--- config.mk ---
export PLATFORM = sky130hd
export DESIGN_NAME = quad_sequencer_flat
export DESIGN_NICKNAME = d
export VERILOG_FILES = /design/src/rtl/quad_sequencer_if.sv /design/src/rtl/quad_sequencer.sv /design/src/flat_wrapper.sv
export SDC_FILE = /design/constraint.sdc
export NUM_CORES = 1
export LEC_CHECK = 0
export ABC_CLOCK_PERIOD_IN_PS = 3100
export BUFFER_PORTS_ARGS = -buffer_cell sky130_fd_sc_hd__buf_4
export CAP_MARGIN = 20
export CORE_ASPECT_RATIO = 1.1
export CORE_MARGIN = 1.5
export CORE_UTILIZATION = 35
export CTS_BUF_LIST = sky130_fd_sc_hd__clkbuf_4 sky130_fd_sc_hd__clkbuf_8
export CTS_CLUSTER_DIAMETER = 80
export DETAILED_ROUTE_END_ITERATION = 6
export PLACE_DENSITY = 0.6
export SYNTH_ARGS = -nofsm -noshare
export SYNTH_HDL_FRONTEND = slang
export SYNTH_SLANG_ARGS = --single-unit
--- constraint.sdc ---
create_clock -name if_clk -period 3.1 [get_ports if_clk]
set_input_delay 0.62 -clock if_clk [delete_from_list [all_inputs] [get_ports if_clk]]
set_output_delay 0.62 -clock if_clk [all_outputs]
set_load 0.02 [all_outputs]
--- src/rtl/quad_sequencer_if.sv ---
// Handshake/configuration bundle for quad_sequencer.
// master: the controller driving run/config requests; slave: the sequencer.
interface quad_sequencer_if #(
  parameter int unsigned DIV_W = 8
) ();

  logic             en;
  logic [DIV_W-1:0] div;
  logic             dir;
  logic             cfg_load;
  logic             cfg_ack;
  logic [3:0]       quad_out;
  logic             running;
  logic             cycle_strobe;

  modport master (
    output en, div, dir, cfg_load,
    input  cfg_ack, quad_out, running, cycle_strobe
  );

  modport slave (
    input  en, div, dir, cfg_load,
    output cfg_ack, quad_out, running, cycle_strobe
  );

endinterface

--- src/rtl/quad_sequencer.sv ---
// Four-phase quadrature switch sequencer.
// Each phase is one-hot on quad_out for (active div + 1) clocks; the order is
// 0001,0010,0100,1000 (dir=0) or 0001,1000,0100,0010 (dir=1). New div/dir are
// staged in a pending register and only take effect at a cycle boundary
// (or right away while idle).
// Optional feature: define QUAD_DEADTIME_EN to insert DEAD_CYCLES all-off
// clocks (GAP) after every phase, including the 3->0 wrap.
module quad_sequencer #(
  parameter int unsigned DIV_W       = 8,
  parameter int unsigned DEAD_CYCLES = 1
) (
  input  logic           if_clk,
  input  logic           rst,
  quad_sequencer_if.slave bus
);

`ifdef QUAD_DEADTIME_EN
  typedef enum logic [1:0] {StIdle, StOn, StGap} state_e;
  localparam logic [3:0] GapInit = 4'(DEAD_CYCLES - 1);
`else
  typedef enum logic [1:0] {StIdle, StOn} state_e;
`endif

  state_e           state_q, state_d;
  logic [1:0]       phase_q, phase_d;
  logic [DIV_W-1:0] cnt_q, cnt_d;
  logic [DIV_W-1:0] act_div_q, act_div_d;
  logic             act_dir_q, act_dir_d;
  logic [DIV_W-1:0] pend_div_q, pend_div_d;
  logic             pend_dir_q, pend_dir_d;
  logic             pend_vld_q, pend_vld_d;
  logic [3:0]       quad_q, quad_d;
`ifdef QUAD_DEADTIME_EN
  logic [3:0]       gap_q, gap_d;
`else
  // DEAD_CYCLES has no effect without dead time; keep it referenced.
  logic             unused_dead_cycles;
  assign unused_dead_cycles = ^DEAD_CYCLES;
`endif

  logic last_phase;
  logic on_done;
  logic boundary;
  logic load_now;
  logic apply;

  assign last_phase = (phase_q == 2'd3);
  assign on_done    = (state_q == StOn) && (cnt_q == '0);
`ifdef QUAD_DEADTIME_EN
  assign boundary   = (state_q == StGap) && (gap_q == 4'd0) && last_phase;
`else
  assign boundary   = on_done && last_phase;
`endif
  // A load arriving in the boundary clock bypasses the pending register.
  assign load_now   = boundary && bus.cfg_load;
  assign apply      = !rst && ((state_q == StIdle) ? pend_vld_q
                                                   : (boundary && (pend_vld_q || bus.cfg_load)));

  // State register with synchronous reset
  always_ff @(posedge if_clk) begin
    if (rst) begin
      state_q    <= StIdle;
      phase_q    <= 2'd0;
      cnt_q      <= '0;
      act_div_q  <= '0;
      act_dir_q  <= 1'b0;
      pend_div_q <= '0;
      pend_dir_q <= 1'b0;
      pend_vld_q <= 1'b0;
      quad_q     <= 4'b0000;
`ifdef QUAD_DEADTIME_EN
      gap_q      <= 4'd0;
`endif
    end else begin
      state_q    <= state_d;
      phase_q    <= phase_d;
      cnt_q      <= cnt_d;
      act_div_q  <= act_div_d;
      act_dir_q  <= act_dir_d;
      pend_div_q <= pend_div_d;
      pend_dir_q <= pend_dir_d;
      pend_vld_q <= pend_vld_d;
      quad_q     <= quad_d;
`ifdef QUAD_DEADTIME_EN
      gap_q      <= gap_d;
`endif
    end
  end

  // Next-state: config staging/apply and phase sequencing
  always_comb begin
    state_d    = state_q;
    phase_d    = phase_q;
    cnt_d      = cnt_q;
    act_div_d  = act_div_q;
    act_dir_d  = act_dir_q;
    pend_div_d = pend_div_q;
    pend_dir_d = pend_dir_q;
    pend_vld_d = pend_vld_q;
`ifdef QUAD_DEADTIME_EN
    gap_d      = gap_q;
`endif

    if (apply) begin
      act_div_d  = load_now ? bus.div : pend_div_q;
      act_dir_d  = load_now ? bus.dir : pend_dir_q;
      pend_vld_d = 1'b0;
    end
    if (bus.cfg_load && !load_now) begin
      pend_div_d = bus.div;
      pend_dir_d = bus.dir;
      pend_vld_d = 1'b1;
    end

    case (state_q)
      StIdle: begin
        if (bus.en) begin
          state_d = StOn;
          phase_d = 2'd0;
          cnt_d   = act_div_d;
        end
      end
      StOn: begin
        if (cnt_q != '0) begin
          cnt_d = cnt_q - DIV_W'(1);
`ifdef QUAD_DEADTIME_EN
        end else begin
          state_d = StGap;
          gap_d   = GapInit;
        end
`else
        end else if (last_phase) begin
          phase_d = 2'd0;
          cnt_d   = act_div_d;
          if (!bus.en) state_d = StIdle;
        end else begin
          phase_d = phase_q + 2'd1;
          cnt_d   = act_div_q;
        end
`endif
      end
`ifdef QUAD_DEADTIME_EN
      StGap: begin
        if (gap_q != 4'd0) begin
          gap_d = gap_q - 4'd1;
        end else if (last_phase) begin
          state_d = bus.en ? StOn : StIdle;
          phase_d = 2'd0;
          cnt_d   = act_div_d;
        end else begin
          state_d = StOn;
          phase_d = phase_q + 2'd1;
          cnt_d   = act_div_q;
        end
      end
`endif
      default: state_d = StIdle;
    endcase
  end

  // Outputs: registered switch drive decoded from next state, strobes from current
  always_comb begin
    quad_d = 4'b0000;
    if (state_d == StOn) begin
      unique case (phase_d)
        2'd0: quad_d = 4'b0001;
        2'd1: quad_d = act_dir_d ? 4'b1000 : 4'b0010;
        2'd2: quad_d = 4'b0100;
        2'd3: quad_d = act_dir_d ? 4'b0010 : 4'b1000;
        default: quad_d = 4'b0000;
      endcase
    end
  end

  assign bus.quad_out     = quad_q;
  assign bus.running      = (state_q != StIdle);
  assign bus.cycle_strobe = boundary && !rst;
  assign bus.cfg_ack      = apply;

endmodule

--- src/flat_wrapper.sv ---
// flat-port wrapper written by rule: the top's interface ports become plain ports
module quad_sequencer_flat 
#(
  parameter int unsigned DIV_W       = 8,
  parameter int unsigned DEAD_CYCLES = 1
)
  (if_clk, rst, bus_en, bus_div, bus_dir, bus_cfg_load, bus_cfg_ack, bus_quad_out, bus_running, bus_cycle_strobe);
  quad_sequencer_if #(.DIV_W(DIV_W)) bus_i ();
  input  logic if_clk;
  input  logic rst;
  input wire logic [$bits(bus_i.en)-1:0] bus_en;
  input wire logic [$bits(bus_i.div)-1:0] bus_div;
  input wire logic [$bits(bus_i.dir)-1:0] bus_dir;
  input wire logic [$bits(bus_i.cfg_load)-1:0] bus_cfg_load;
  output wire logic [$bits(bus_i.cfg_ack)-1:0] bus_cfg_ack;
  output wire logic [$bits(bus_i.quad_out)-1:0] bus_quad_out;
  output wire logic [$bits(bus_i.running)-1:0] bus_running;
  output wire logic [$bits(bus_i.cycle_strobe)-1:0] bus_cycle_strobe;
  assign bus_i.en = bus_en;
  assign bus_i.div = bus_div;
  assign bus_i.dir = bus_dir;
  assign bus_i.cfg_load = bus_cfg_load;
  assign bus_cfg_ack = bus_i.cfg_ack;
  assign bus_quad_out = bus_i.quad_out;
  assign bus_running = bus_i.running;
  assign bus_cycle_strobe = bus_i.cycle_strobe;
  quad_sequencer #(.DIV_W(DIV_W), .DEAD_CYCLES(DEAD_CYCLES)) u_core (.if_clk(if_clk), .rst(rst), .bus(bus_i));
endmodule
==> flow_summary.ini, run 1 <==
[timing]
final.setup.worst_slack_ps = 385
hold_slack_ps = 497
hold_viol_final = 0
slew_headroom_pct = 53.1
fin_crit_sh_pct = 87.6
timing.final.max_slew_violations = 0
fmax_ghz = 0.368
fin_worst_skew_ps = 4.20
fin_crit_ps = 2710
finalSetupTns_ps = 0
rsz0062_at_grt = false
tightest_slew_ps = 696
setup_violations = 0

[critical_path]
worstPathArrival_ps = 2090
reg2reg_slack_ps = 580
startpoint_type = flop
crit_fanout = 16
critPathKind = flop to output pin
worstPathRequired_ps = 2480
r2r-start = u_core.cnt_q[2]$_SDFFE_PP0P_
crit_path_start = u_core.cnt_q[2]$_SDFFE_PP0P_
crit_path_end_kind = output pin

[finish]
nNetsFinal = 277
drive_gt1_share_pct = 19.5
final_area_mm2 = 0.00238
diodes = 0
area_delta_synth_final_pct = 14.9

[yosys]
yosysWarnings = 0
synth_top_area_share_pct = 33.8
ys_seq_area_share_pct = 33.8
ys.flop_type = dfxtp_1
synth.distinct_cells = 70
syn_inst = 242
async_flop_share_pct = 0
syn-num-nets = 258
synth_seq_cells = 35
synth_edf_count = 0
yosys.area.top_type = dfxtp_1
synth_area_per_cell_um2 = 8.56
synth_area_leaders = dfxtp_1 (34%), mux2i_1 (7.7%), nor2_1 (6.0%)
synth_area_mm2 = 0.00207

[die]
pin_count = 20
die_h_um = 83.7
row_count = 29
core_mm2 = 0.00573
die_x_um = 76.4
die_area_mm2 = 0.00639
initial_core_util_pct = 36.1

[placed_design]
numPortBuffers = 19
place_area_mm2 = 0.00229
place_congestion = 0.869
dp_hpwl_um = 4090
dp_slack_ps = 619

[clock_network]
clock_sinks = 35
cts.htree.levels = 2
cts_buffers = 5
cts_tree = done
cts_setup_buffers = 0
clk_latency_ps = 290
cts_hold_buf = 0
cts-root-buf = clkbuf_8
clockBufferDepth = 2
path_clk_slew_ps = 70
cts.repair.resized = 0

[route]
drt-initial-drc-count = 92
post_drt_wl_per_cell_um = 16.4
dr.pass1.iters = 5
via_per_inst = 5.69
drc = 0
ant_nets = 0
wirelength_um = 5570
vias = 1928

[global_routing]
antenna_found_initial = 0
grt_max_degree = 31
grt_util_all_layers_pct = 18.0
grtUsageMet3_pct = 3.83
grt_busiest_layer = met2
grt_overflow = 0
grt_first_pass_wirelength_um = 9040
gr-usage-met1_pct = 22.1
grt_pass1_vias = 1900
grtUsageMet2_pct = 29.4

[power]
ir_drop_mv = 0.261
total_power_mw = 1.03
cellLeakagePower_nw = 0.941
powerDensity_mw_per_mm2 = 432

[hold_path]
hold_start = u_core.pend_dir_q$_SDFFE_PP0P_
hold_class = flop to flop

[outcome]
outcome = completed

[flow_run]
drv_cap = 0
-- power by group --
part | internal (mW) | switching (mW)
combinational | 0.0851 | 0.118
sequential | 0.469 | 0.0226
clock | 0.166 | 0.168
-- critical path: stages, from the launching register on --
cell and delay (ps):
dfxtp_1 380, nor4_2 610, a21bo_2 300, nand2_2 140, inv_4 210, buf_4 180
-- cell type report --
| type | count | area (µm²) |
|---|---|---|
| Tap cell | 77 | 96.3 |
| Clock buffer | 6 | 76.3 |
| Inverter | 10 | 40.0 |
| Sequential cell | 35 | 701 |
| Timing Repair Buffer | 27 | 203 |
| Clock inverter | 2 | 12.5 |
| Fill cell | 625 | 3350 |
| Multi-Input combinational cell | 182 | 1250 |
-- Yosys cell counts, drive strengths merged, types with 2 or more instances --
library cell	number
nor4	2
buf	8
mux2	4
nand2b	2
a21oi	10
nor3b	4
nor2	33
o21ba	2
mux2i	16
clkbuf	7
and3	2
nand4	6
ha	3
or3	3
o22ai	3
o211ai	3
o31ai	5
nor3	9
a21o	3
nand2	11
a22oi	2
a21boi	2
o2111a	2
dfxtp	35
xnor2	2
o21ai	13
or3b	2
a31oi	3
and4	2
or4	2
a211oi	7
nor2b	2
inv	10
-- registers in the layout, indices dropped and copies added (netlist names) --
| signal | flops |
|---|---|
| u_core.act_dir_q | 1 |
| u_core.phase_q | 2 |
| u_core.pend_dir_q | 1 |
| u_core.bus.quad_out | 4 |
| u_core.act_div_q | 8 |
| u_core.pend_div_q | 8 |
| u_core.cnt_q | 8 |
| u_core.state_q | 2 |
| u_core.pend_vld_q | 1 |
-- cells by family after synthesis --
family,Yosys count,synth area share [%]
xor gates and xnor gates,3,1.27
adders and majority gates,3,1.81
DFF,35,33.8
buffers and inverters,25,5.98
AOI/OAI and AO/OA,68,23.6
and+or+nand+nor,87,23.5
other,1,0.181
muxes,20,9.90
-- through the flow --
stage,util [%],cells
after CTS,41.5,339
after floorplan,-,242
after detailed placement,40.0,331
after global placement,40.0,331
after global routing,41.5,339
final,41.5,339
-- cell usage in the layout, fill, tap and decap left out, types with 4 or more instances in the layout --
cell type,synthesis,routed
a211oi_1,6,6
a21oi_1,10,10
buf_4,3,27
clkbuf_8,0,5
dfxtp_1,35,35
inv_1,9,9
mux2i_1,16,16
nand2_1,9,9
nand4_1,6,6
nor2_1,33,33
nor3_1,7,7
nor3b_1,4,4
o21ai_0,10,10
o31ai_1,5,4
-- per-layer routing --
| metal | vias to the layer above | part of all wire [%] | routed length (µm) |
|---|---|---|---|
| met5 | - | 0 | 0 |
| met4 | 0 | 2.4 | 132 |
| met3 | 10 | 5.2 | 292 |
| met2 | 59 | 48 | 2660 |
| met1 | 922 | 45 | 2480 |
| li1 | 937 | - | - |
-- worst paths after layout --
path              depth (start not counted)                             end
setup / recovery                          5                     bus_cfg_ack
hold / removal                            2  u_core.pend_dir_q$_SDFFE_PP0P_
setup reg to reg                          6    u_core.cnt_q[1]$_SDFFE_PP0P_
hold reg to reg                           2  u_core.pend_dir_q$_SDFFE_PP0P_
Power figures use the tool's default switching activity.
==> run 2, diff against run 1 <==
--- a/config.mk
+++ b/config.mk
@@ -5,11 +5,12 @@
 export SDC_FILE = /design/constraint.sdc
 export NUM_CORES = 1
 export LEC_CHECK = 0
+export ABC_AREA = 1
 export ABC_CLOCK_PERIOD_IN_PS = 3100
 export BUFFER_PORTS_ARGS = -buffer_cell sky130_fd_sc_hd__buf_4
 export CAP_MARGIN = 20
 export CORE_ASPECT_RATIO = 1.1
-export CORE_MARGIN = 1.5
+export CORE_MARGIN = 1
 export CORE_UTILIZATION = 35
 export CTS_BUF_LIST = sky130_fd_sc_hd__clkbuf_4 sky130_fd_sc_hd__clkbuf_8
 export CTS_CLUSTER_DIAMETER = 80
==> run 2 against run 1 <==
Critical path type unchanged. Critical endpoint unchanged. Critical path depth is 4 higher. Area after synthesis is 6.8% lower. Largest power group unchanged. Sequential power shrank 0.8%.
==> flow_summary.ini, run 2 <==
[outcome]
outcome = completed

[critical_path]
startpoint_type = flop
crit_fanout = 15
worstPathRequired_ps = 2480
critPathKind = flop to output pin
cpMaxStageDelayCell = dfxtp_1
crit_path_end_kind = output pin
worstPathArrival_ps = 1900
cp_common_cell = nor2_8
path_cells = inv_1, ha_1, nand3_2, nor2_8, nand3_4, nand2_4, inv_4, nor2_8, buf_4
slowest_delay_ps = 340

[clock_network]
cts.repair.resized = 0
cts_buffers = 5
cts_setup_buffers = 0
cts_hold_buf = 0
cts_tree = done
clockBufferDepth = 2
cts.htree.levels = 2
clk_latency_ps = 290
path_clk_slew_ps = 70
clock_sinks = 35
cts-root-buf = clkbuf_8

[global_routing]
grt_pass1_vias = 1703
antenna_found_initial = 0
grt_overflow = 0
grt_max_degree = 22
grt_util_all_layers_pct = 17.5
grt_first_pass_wirelength_um = 7670

[timing]
final.setup.worst_slack_ps = 577
tightest_slew_ps = 571
rsz0062_at_grt = false
timing.final.max_slew_violations = 0
finalSetupTns_ps = 0
slew_headroom_pct = 61.9
fin_worst_skew_ps = 8.17
fin_crit_sh_pct = 81.4
hold_slack_ps = 469
setup_violations = 0
fin_crit_ps = 2520
fmax_ghz = 0.396
hold_viol_final = 0

[yosys]
syn-num-nets = 303
yosysMostFrequentCell = nand2_1
synth_seq_cells = 35
synth.distinct_cells = 32
synth_area_mm2 = 0.00193
yosysWarnings = 0
syn_inst = 287
ys_seq_area_share_pct = 36.3
synth_area_per_cell_um2 = 6.73
synth_edf_count = 0
synth_area_leaders = dfxtp_1 (36%), nand2_1 (14%), nor2_1 (8.4%)
synth_common_cells = nand2_1 (73), nor2_1 (43), dfxtp_1 (35)
yosys.area.top_type = dfxtp_1
synth_top_area_share_pct = 36.3
async_flop_share_pct = 0
ys.flop_type = dfxtp_1

[finish]
final_area_mm2 = 0.00222
multi_input_area_mm2 = 0.00106
fillers = 578
seq_area_um2 = 701
drive_gt1_share_pct = 15.3
nNetsFinal = 323
final_cells = 383
utilization_pct = 41.5
largestRegisters = u_core.act_div_q (8), u_core.cnt_q (8), u_core.pend_div_q (8)
layout_common_cells = nand2_1 (73), nor2_1 (43), dfxtp_1 (35)
diodes = 0
area_delta_synth_final_pct = 15.1
layout_commonest_cell = nand2_1

[placed_design]
place_congestion = 0.841
dp_hpwl_um = 3270
place_area_mm2 = 0.00213
dp_slack_ps = 730
numPortBuffers = 19
place_inst = 375

[route]
vias = 1779
ant_nets = 0
post_drt_wl_per_cell_um = 11.6
drt-initial-drc-count = 57
dr.pass1.iters = 4
via_per_inst = 4.64
wirelength_um = 4460
drc = 0

[flow_run]
drv_cap = 0

[die]
initial_core_util_pct = 36.0
core_mm2 = 0.00536
die_h_um = 79.9
row_count = 28
pin_count = 20
die_x_um = 72.8
die_area_mm2 = 0.00582

[hold_path]
hold_class = flop to flop

[power]
cellLeakagePower_nw = 1.04
total_power_mw = 1.03
powerDensity_mw_per_mm2 = 462
ir_drop_mv = 0.331
run 2: final timing paths:
path / from / endpoint / slack [ps] / depth (start not counted)
max reg2reg: u_core.cnt_q[0]$_SDFFE_PP0P_ / u_core.cnt_q[6]$_SDFFE_PP0P_ / 1060 / 14
min: u_core.cnt_q[7]$_SDFFE_PP0P_ / u_core.cnt_q[7]$_SDFFE_PP0P_ / 470 / 2
max: u_core.cnt_q[0]$_SDFFE_PP0P_ / bus_cfg_ack / 580 / 9
min reg2reg: u_core.cnt_q[7]$_SDFFE_PP0P_ / u_core.cnt_q[7]$_SDFFE_PP0P_ / 470 / 2
run 2: critical path, delay by kind of cell (launching register included):
kind	cells	cell delay, ps
adders and majority gates	1	180
buffers and inverters	3	320
DFF	1	340
and+or+nand+nor	5	770
run 2: cells by family after synthesis:
group | Yosys count | synth area share [%]
fa+ha+maj | 3 | 1.94
other cells | 1 | 0.194
flops | 35 | 36.3
simple gates | 151 | 37.0
xor+xnor | 3 | 1.36
buf+inv | 43 | 9.07
compound gates | 51 | 14.2
run 2: area by class of cell:
cell class / instances / share of cell area [%]
tap: 75 / 4.22
clock buffer: 7 / 3.77
multi-input combinational: 209 / 47.5
timing repair buffer: 19 / 6.42
sequential: 35 / 31.5
inverter: 37 / 6.36
clock inverter: 1 / 0.225
run 2: report_power, final:
group	internal [mW]	total (mW)	switching, mW
clock network	0.175	0.334	0.159
registers	0.472	0.488	0.0159
logic	0.0722	0.203	0.131
total	0.720	1.03	0.307
run 2: metal layers:
| metal | vias to the layer above | global-route usage, % | part of all wire [%] |
|---|---|---|---|
| li1 | 944 | - | - |
| met1 | 799 | 19.9 | 46 |
| met2 | 29 | 30.4 | 49 |
| met3 | 7 | 4.92 | 3.3 |
| met4 | 0 | 7.45 | 1.9 |
| met5 | - | 0 | 0 |
